<file path="src/rtl/password_lockout_fsm.sv">
`default_nettype none
// ============================================================================
//  Module      : password_lockout_fsm
//  Description : Attempt controller placed after the password checker. Turns
//                the check button into a one-cycle check strobe, counts
//                consecutive failures, grants a timed unlock window on a
//                match and imposes a timed lockout after MAX_TRIES failures.
//  Revision    : 1.0 - initial release
// ============================================================================
module password_lockout_fsm #(
    parameter int TICK_DIV    = 100_000_000,  // clk cycles per one-second tick (>=2)
    parameter int MAX_TRIES   = 3,            // consecutive failures before lockout (1..15)
    parameter int LOCK_SECS   = 30,           // lockout duration in seconds (1..255)
    parameter int UNLOCK_SECS = 10            // unlock window in seconds (1..255)
) (
    input  logic       clk,
    input  logic       reset_n,
    input  logic       check_btn,
    input  logic       relock_btn,
    input  logic       has_pass,
    input  logic       match,
    output logic       check_strobe,
    output logic [1:0] state,
    output logic       unlocked,
    output logic       locked_out,
    output logic [3:0] fail_count,
    output logic [7:0] secs_left,
    output logic       alarm
);

    localparam int PW = (TICK_DIV > 1) ? $clog2(TICK_DIV) : 1;

    localparam logic [PW-1:0] C_TICK_LAST   = PW'(TICK_DIV - 1);
    localparam logic [3:0]    C_MAX_TRIES   = 4'(MAX_TRIES);
    localparam logic [7:0]    C_LOCK_SECS   = 8'(LOCK_SECS);
    localparam logic [7:0]    C_UNLOCK_SECS = 8'(UNLOCK_SECS);

    localparam logic [1:0] C_ST_NOPASS   = 2'b00;
    localparam logic [1:0] C_ST_LOCKED   = 2'b01;
    localparam logic [1:0] C_ST_UNLOCKED = 2'b10;
    localparam logic [1:0] C_ST_LOCKOUT  = 2'b11;

    logic [1:0]    state_q,  state_d;
    logic [3:0]    fail_q,   fail_d;
    logic [7:0]    secs_q,   secs_d;
    logic [PW-1:0] presc_q,  presc_d;
    logic          alarm_q,  alarm_d;
    logic          check_q;
    logic          relock_q;

    logic w_check_rise;
    logic w_relock_rise;
    logic w_strobe;
    logic w_tick;
    logic w_expire;

    assign w_check_rise  = check_btn  & ~check_q;
    assign w_relock_rise = relock_btn & ~relock_q;
    assign w_strobe      = w_check_rise & has_pass & (state_q == C_ST_LOCKED);
    assign w_tick        = (presc_q == C_TICK_LAST);
    // Last second elapses on this edge: window ends together with secs_left->0
    assign w_expire      = w_tick && (secs_q == 8'd1);

    // State register plus timer, counter and button-edge registers
    always_ff @(posedge clk or negedge reset_n) begin
        if (!reset_n) begin
            state_q  <= C_ST_NOPASS;
            fail_q   <= 4'd0;
            secs_q   <= 8'd0;
            presc_q  <= '0;
            alarm_q  <= 1'b0;
            check_q  <= 1'b0;
            relock_q <= 1'b0;
        end else begin
            state_q  <= state_d;
            fail_q   <= fail_d;
            secs_q   <= secs_d;
            presc_q  <= presc_d;
            alarm_q  <= alarm_d;
            check_q  <= check_btn;
            relock_q <= relock_btn;
        end
    end

    // Next-state logic: has_pass=0 overrides everything, timers run only in timed states
    always_comb begin
        state_d = state_q;
        fail_d  = fail_q;
        secs_d  = secs_q;
        presc_d = '0;
        alarm_d = 1'b0;

        if (!has_pass) begin
            state_d = C_ST_NOPASS;
            fail_d  = 4'd0;
            secs_d  = 8'd0;
        end else begin
            case (state_q)
                C_ST_NOPASS: begin
                    state_d = C_ST_LOCKED;
                end
                C_ST_LOCKED: begin
                    if (w_strobe) begin
                        if (match) begin
                            state_d = C_ST_UNLOCKED;
                            fail_d  = 4'd0;
                            secs_d  = C_UNLOCK_SECS;
                        end else if ((fail_q + 4'd1) == C_MAX_TRIES) begin
                            state_d = C_ST_LOCKOUT;
                            fail_d  = C_MAX_TRIES;
                            secs_d  = C_LOCK_SECS;
                            alarm_d = 1'b1;
                        end else begin
                            fail_d  = fail_q + 4'd1;
                        end
                    end
                end
                C_ST_UNLOCKED: begin
                    presc_d = w_tick ? '0 : presc_q + PW'(1);
                    if (w_tick) begin
                        secs_d = secs_q - 8'd1;
                    end
                    if (w_relock_rise || w_expire) begin
                        state_d = C_ST_LOCKED;
                        secs_d  = 8'd0;
                        presc_d = '0;
                    end
                end
                C_ST_LOCKOUT: begin
                    presc_d = w_tick ? '0 : presc_q + PW'(1);
                    if (w_tick) begin
                        secs_d = secs_q - 8'd1;
                    end
                    if (w_expire) begin
                        state_d = C_ST_LOCKED;
                        fail_d  = 4'd0;
                        secs_d  = 8'd0;
                        presc_d = '0;
                    end
                end
                default: begin
                    state_d = C_ST_NOPASS;
                end
            endcase
        end
    end

    // Output decode: strobe is combinational, the rest follow the registers
    always_comb begin
        check_strobe = w_strobe;
        state        = state_q;
        unlocked     = (state_q == C_ST_UNLOCKED);
        locked_out   = (state_q == C_ST_LOCKOUT);
        fail_count   = fail_q;
        secs_left    = secs_q;
        alarm        = alarm_q;
    end

endmodule
`default_nettype wire

</file>
<file path="config.mk">
export PLATFORM = sky130hd
export DESIGN_NAME = password_lockout_fsm
export DESIGN_NICKNAME = d
export VERILOG_FILES = /design/src/rtl/password_lockout_fsm.sv
export SDC_FILE = /design/constraint.sdc
export NUM_CORES = 1
export LEC_CHECK = 0
export ABC_AREA = 1
export CAP_MARGIN = 0
export CELL_PAD_IN_SITES_DETAIL_PLACEMENT = 1
export CELL_PAD_IN_SITES_GLOBAL_PLACEMENT = 1
export CORE_UTILIZATION = 41
export DETAILED_ROUTE_END_ITERATION = 8
export PLACE_DENSITY_LB_ADDON = 0.1
export SLEW_MARGIN = 10
export SYNTH_ARGS = -nofsm -noshare
export SYNTH_HDL_FRONTEND = slang
export SYNTH_SLANG_ARGS = --single-unit
</file>
<file path="constraint.sdc">
create_clock -name clk -period 2.2 [get_ports clk]
set_input_delay 0.55 -clock clk [delete_from_list [all_inputs] [get_ports clk]]
set_output_delay 0.55 -clock clk [all_outputs]
set_load 0.05 [all_outputs]
</file>
==> impl_metrics.csv, run 1 <==
group,metric,value,unit
finish,drive_above_1_share,0.137,
clock_tree,clock_latency,0.31,ns
worst_setup_path,r2r_cells,11,
timing,setup_viol,0,
place,place_ws,-0.0371,ns
global_routing,gr-total-overflow,0,
pwr,cellPowerDensity,842,mW/mm2
timing,final-max-slew-violation-count,0,
clock_tree,cts_tree,"done",
min_path,hold_path_class,"primary input to asynchronous set/reset pin",
pwr,ir_drop,0.000408,V
worst_setup_path,endpoint_kind,"output pin",
worst_setup_path,critical_path_arrival,1.62,ns
logic_synthesis,synth_cells,391,
finish,area_growth_syn_to_layout,18.9,%
timing,finalSetupTns,0,ns
worst_setup_path,critPathLaunchType,"flip-flop",
global_routing,antenna_found_initial,0,
clock_tree,cts_hold_buf,0,
clock_tree,clockBufferDepth,2,
floorplanning,die_area,0.00717,mm2
global_routing,grt_pass1_wl,13000,um
place,place_area,0.00320,mm2
detailed_routing,drtPass1Iterations,6,
finish,fin_util,0.516,
timing,rsz0062_at_grt,"false",
worst_setup_path,cp.depth,1,
worst_setup_path,slowest_stage,"clkdlybuf4s50_1",
global_routing,grt_pass1_vias,2728,
floorplanning,core_area,0.00646,mm2
finish,finalInstanceArea,0.00333,mm2
detailed_routing,drc,0,
worst_setup_path,cp_cell_sequence,"clkdlybuf4s50_1",
logic_synthesis,ys_seq_area_frac,0.393,
clock_tree,htree_levels,2,
floorplanning,die_y,84.7,um
timing,timing.final.crit_share,0.986,
timing,hold_violations,0,
floorplanning,die_w,84.7,um
worst_setup_path,path_delay_family,"buffers and inverters",
place,place_congestion,0.850,
timing,fmax,0.461,GHz
detailed_routing,drt_iter0_markers,60,
worst_setup_path,r2r_start,"presc_q[0]",
floorplanning,start_util,0.434,
floorplanning,pin_count,24,
timing,slew_headroom,0.650,
detailed_routing,routed_wirelength,7430,um
timing,finClkSkew,0.0161,ns
logic_synthesis,synth_area,0.00280,mm2
finish,finalNetCount,441,
worst_setup_path,r2r_end,"presc_q[22]",
logic_synthesis,ys.warnings.count,0,
logic_synthesis,synthesis.nets,402,
worst_setup_path,crit_buf_inv,1,
timing,fin_ws,0.0303,ns
finish,num_antenna_cells,0,
clock_tree,cts_buffers,5,
worst_setup_path,max_stage_delay,0.85,ns
timing,tightest_slew,0.523,ns
outcome,status,"complete, no violations",
detailed_routing,ant_nets,0,
logic_synthesis,ys_types,31,
clock_tree,clk_pin_slew,0.10,ns
finish,fillers,870,
logic_synthesis,avgSynthCellArea,7.16,um2
global_routing,grt_max_degree,20,
worst_setup_path,crit_type,"flip-flop to output pin",
global_routing,grt.total_usage,0.229,
detailed_routing,wl_per_cell,14.6,um
timing,whs,0.189,ns
logic_synthesis,ys_seq_elements,44,
detailed_routing,vias,2624,
worst_setup_path,cp_max_fo,5,
detailed_routing,vias_per_cell,5.17,
flow_run,cap_viol_max_count,0,
timing,finalCriticalPeriod,2.17,ns
pwr,p_leak,1.57,nW
worst_setup_path,worstPathRequired,1.65,ns
worst_setup_path,r2r_slack,0.18,ns
place,dpl.hpwl,5740,um
place,port_buffers,23,
clock_tree,cts-root-buf,"clkbuf_8",
clock_tree,cts_num_sinks,44,
floorplanning,fp-row-count,29,
## placed cells by master, fill, tap and decap left out, drive strengths merged
cell type	instances
a21oi	5
a31oi	1
buf	18
clkbuf	7
clkdlybuf4s50	15
clkinvlp	1
dfrtp	44
dlygate4sd2	1
dlymetal6s2s	1
ha	5
inv	55
nand2	112
nand3	34
nand3b	1
nand4	9
nor2	70
nor3	10
nor3b	2
nor4	1
o211ai	1
o21ai	14
or2	2
xnor2	6
xor2	16
## synthesized netlist by cell type
| cell type | instances | area share |
|---|---|---|
| dfrtp_1 | 44 | 0.39 |
| o21ai_0 | 12 | 0.021 |
| xor2_1 | 16 | 0.050 |
| nand2_2 | 2 | 0.0045 |
| nor3_2 | 1 | 0.0036 |
| buf_8 | 1 | 0.0054 |
| nand2_4 | 2 | 0.0080 |
| nor4_1 | 1 | 0.0022 |
| nor2_1 | 56 | 0.075 |
| nand4_1 | 9 | 0.020 |
| inv_2 | 4 | 0.0054 |
| o21ai_4 | 1 | 0.0058 |
| nand2_1 | 108 | 0.14 |
| nand3b_1 | 1 | 0.0027 |
| nand3_1 | 32 | 0.057 |
| nand3_4 | 1 | 0.0063 |
| nor2_4 | 2 | 0.0080 |
| nor2_2 | 12 | 0.027 |
| nor3b_2 | 1 | 0.0045 |
| or2_2 | 2 | 0.0045 |
| a21oi_1 | 5 | 0.0089 |
| a31oi_1 | 1 | 0.0022 |
| o211ai_1 | 1 | 0.0027 |
| o21ai_1 | 1 | 0.0018 |
| nand3_2 | 1 | 0.0036 |
| nor3b_1 | 1 | 0.0027 |
| xnor2_1 | 6 | 0.019 |
| inv_1 | 51 | 0.068 |
| buf_2 | 2 | 0.0036 |
| nor3_1 | 9 | 0.016 |
| ha_1 | 5 | 0.022 |
## report_power, final
| part | switching, mW | internal (mW) |
|---|---|---|
| Sequential | 0.102 | 0.879 |
| Clock | 0.304 | 0.256 |
| Combinational | 0.838 | 0.428 |
## sequential cells by signal, indices dropped and copies added, names as in the netlist
register / cells
secs_left: 8
relock_q: 1
check_q: 1
presc_q: 27
state: 2
fail_count: 4
alarm: 1
## logic make-up (layout without fill, tap and decap cells)
group | Yosys count | after routing | share of synthesized area
and+or+nand+nor | 241 | 241 | 0.390
xor gates and xnor gates | 22 | 22 | 0.0688
AOI/OAI and AO/OA | 21 | 21 | 0.0429
adders and majority gates | 5 | 5 | 0.0223
DFF | 44 | 44 | 0.393
buffers and inverters | 58 | 98 | 0.0826
## stage by stage
stage               power [mW]  std cells
finish                    2.81        508
global route              2.99        508
CTS                       2.78        506
detailed placement        2.23        498
global placement          2.21        498
floorplan                 1.81        391
## layer usage
layer	global-route usage	vias to the layer above	wire, um
met2	0.390	33	3640
met1	0.303	1286	3550
li1	-	1297	-
met5	0	-	0
met4	0.0663	0	94
met3	0.0334	8	139
## worst register-to-register path, cell delays in order, from the launching register on
cell and delay (ns):
dfrtp_1 0.38, ha_1 0.21, nand2_1 0.10, nor2_4 0.12, nand2_2 0.13, nor2_4 0.18
nand2_2 0.13, nand2_1 0.23, inv_2 0.12, buf_4 0.17, o21ai_0 0.08, nor2_1 0.07
## how the worst max path moves through the flow
stage               endpoint         start
3_5_place_dp   fail_count[2]      has_pass
4_1_cts         check_strobe      has_pass
6_report        secs_left[4]  secs_left[4]
3_3_place_gp    check_strobe      has_pass
2_1_floorplan   check_strobe      state[1]
5_1_grt             state[0]      state[0]
## area by class of cell
| class | instances | area (um2) | share of cell area |
|---|---|---|---|
| Tap cell | 77 | 96.3 | 0.0289 |
| Multi-Input combinational cell | 289 | 1490 | 0.448 |
| Timing Repair Buffer | 35 | 342 | 0.103 |
| Clock inverter | 1 | 7.51 | 0.00225 |
| Inverter | 55 | 206 | 0.0620 |
| Clock buffer | 7 | 86.3 | 0.0259 |
| Sequential cell | 44 | 1100 | 0.330 |
## repair_timing
action,4_1_cts,5_1_grt
gates resized for setup,1,5
endpoints found under the hold margin,0,0
buffers inserted,0,2
pin swaps,0,1
setup endpoints to repair,1,20
Power figures use the tool's default switching activity.
==> inputs of run 2 (changes only) <==
CORE_UTILIZATION = 42   (was 41)
SKIP_LAST_GASP = 1   (was not set)
==> run 2 against run 1 <==
Largest power group unchanged. Die area down 2.3%. Setup slack better by 0.0099 ns. Highest routed layer unchanged. Sequential share of layout area up 0.087 points.
==> impl_metrics.csv, run 2 (same netlist as run 1, synthesis figures left out) <==
group,metric,value,unit
pwr,ir_drop,0.000708,V
finish,final_common_cell,"nand2_1",
finish,fillers,842,
floorplanning,die_y,83.7,um
timing,setup_viol,0,
timing,slew_headroom,0.598,
detailed_routing,vias,2574,
floorplanning,core_area,0.00639,mm2
timing,timing.final.crit_share,0.982,
pwr,cellPowerDensity,849,mW/mm2
finish,largest_reg_flops,27,
finish,finalNetCount,436,
place,placed_cells,495,
finish,layout_common_cells,"nand2_1, nor2_1, inv_1",
place,place_congestion,0.805,
clock_tree,clock_latency,0.30,ns
finish,regArea,0.00110,mm2
floorplanning,fp-row-count,29,
finish,final_cell_count_no_fill,503,
flow_run,cap_viol_max_count,0,
place,port_buffers,23,
detailed_routing,ant_nets,0,
worst_setup_path,cp_max_fo,6,
timing,finClkSkew,0.00666,ns
clock_tree,clk_pin_slew,0.09,ns
worst_setup_path,slowest_stage,"clkdlybuf4s50_1",
timing,rsz0062_at_grt,"false",
worst_setup_path,crit_type,"flip-flop to output pin",
worst_setup_path,critPathLaunchType,"flip-flop",
timing,hold_violations,0,
global_routing,grt_pass1_vias,2759,
finish,area_growth_syn_to_layout,18.6,%
clock_tree,cts_buffers,5,
global_routing,grt_max_degree,25,
worst_setup_path,endpoint_kind,"output pin",
detailed_routing,wl_per_cell,14.6,um
timing,final-max-slew-violation-count,0,
timing,fmax,0.463,GHz
global_routing,gr-total-overflow,0,
finish,drive_above_1_share,0.124,
pwr,p_leak,1.57,nW
global_routing,grt.total_usage,0.226,
global_routing,antenna_found_initial,0,
detailed_routing,drtPass1Iterations,2,
worst_setup_path,path_delay_family,"buffers and inverters",
finish,num_antenna_cells,0,
detailed_routing,drc,0,
clock_tree,clockBufferDepth,2,
clock_tree,cts_tree,"done",
detailed_routing,vias_per_cell,5.12,
clock_tree,htree_levels,2,
floorplanning,die_w,83.7,um
worst_setup_path,worstPathRequired,1.65,ns
worst_setup_path,cp_cell_sequence,"clkdlybuf4s50_1",
finish,multiInputGateArea,0.00150,mm2
floorplanning,pin_count,24,
timing,finalCriticalPeriod,2.16,ns
outcome,status,"complete, no violations",
worst_setup_path,critical_path_arrival,1.61,ns
min_path,hold_path_class,"primary input to asynchronous set/reset pin",
detailed_routing,drt_iter0_markers,69,
timing,tightest_slew,0.603,ns
pwr,fin_total_pwr,2.82,mW
detailed_routing,routed_wirelength,7320,um
worst_setup_path,max_stage_delay,0.84,ns
clock_tree,cts_num_sinks,44,
worst_setup_path,crit_buf_inv,1,
floorplanning,start_util,0.439,
floorplanning,die_area,0.00700,mm2
finish,regMostFlops,"presc_q",
global_routing,grt_pass1_wl,12900,um
place,dpl.hpwl,5700,um
clock_tree,cts-root-buf,"clkbuf_8",
clock_tree,post-cts-setup-buffers,0,
run 2: changes by cell type in the layout (fill, tap and decap cells not counted), sizes merged:
cell | previous run | this run
clkbuf | 7 | 6
clkinv | 0 | 1
buf | 18 | 12
clkinvlp | 1 | 0
dlymetal6s2s | 1 | 0
clkdlybuf4s50 | 15 | 17
bufinv | 0 | 1
run 2: repair_timing:
item                       in CTS  in global routing
setup endpoints to repair       2                  3
resized for setup               2                  4
hold buffers                    0                  0
pin swaps                       0                  0
run 2: layout make-up:
class,instances,area share
multi-input combinational,289,0.450
sequential,44,0.331
timing repair buffer,30,0.0953
inverter,55,0.0621
tap,77,0.0290
clock buffer,6,0.0218
clock inverter,2,0.0105
run 2: power by group:
part,internal [mW],switching [mW]
Clock,0.338,0.289
Combinational,0.380,0.824
Sequential,0.879,0.112
run 2: metrics by stage:
step / hold WS [ns] / worst slack [ns] / setup TNS (ns) / util / cell area, um2
floorplan: 0.254 / 0.172 / 0 / - / 2810
global placement: 0.449 / 0.0363 / 0 / 0.500 / 3200
detailed placement: 0.484 / -0.0913 / -0.300 / 0.500 / 3200
CTS: 0.260 / 0.0333 / 0 / 0.518 / 3310
global route: 0.288 / 0.000876 / 0 / 0.520 / 3320
finish: 0.243 / 0.0402 / 0 / 0.520 / 3320
run 2: metal layers:
metal / part of all wire / routed length (um) / GRT usage / vias to the layer above
li1: - / - / - / 1283
met1: 0.48 / 3540 / 0.306 / 1263
met2: 0.49 / 3600 / 0.386 / 21
met3: 0.016 / 116 / 0.0307 / 7
met4: 0.0090 / 66 / 0.0493 / 0
met5: 0 / 0 / 0 / -
run 2: final timing paths:
kind	start	to	slack [ns]	depth (start not counted)
worst max-delay path	fail_count[0]	fail_count[0]	0.04	1
worst min-delay path	reset_n	presc_q[2]	0.24	1
worst max register to register	presc_q[0]	presc_q[8]	0.17	10
worst min register to register	presc_q[0]	presc_q[0]	0.49	1
max in group asynchronous	reset_n	secs_left[7]	1.41	2
min in group clk	presc_q[0]	presc_q[0]	0.49	1
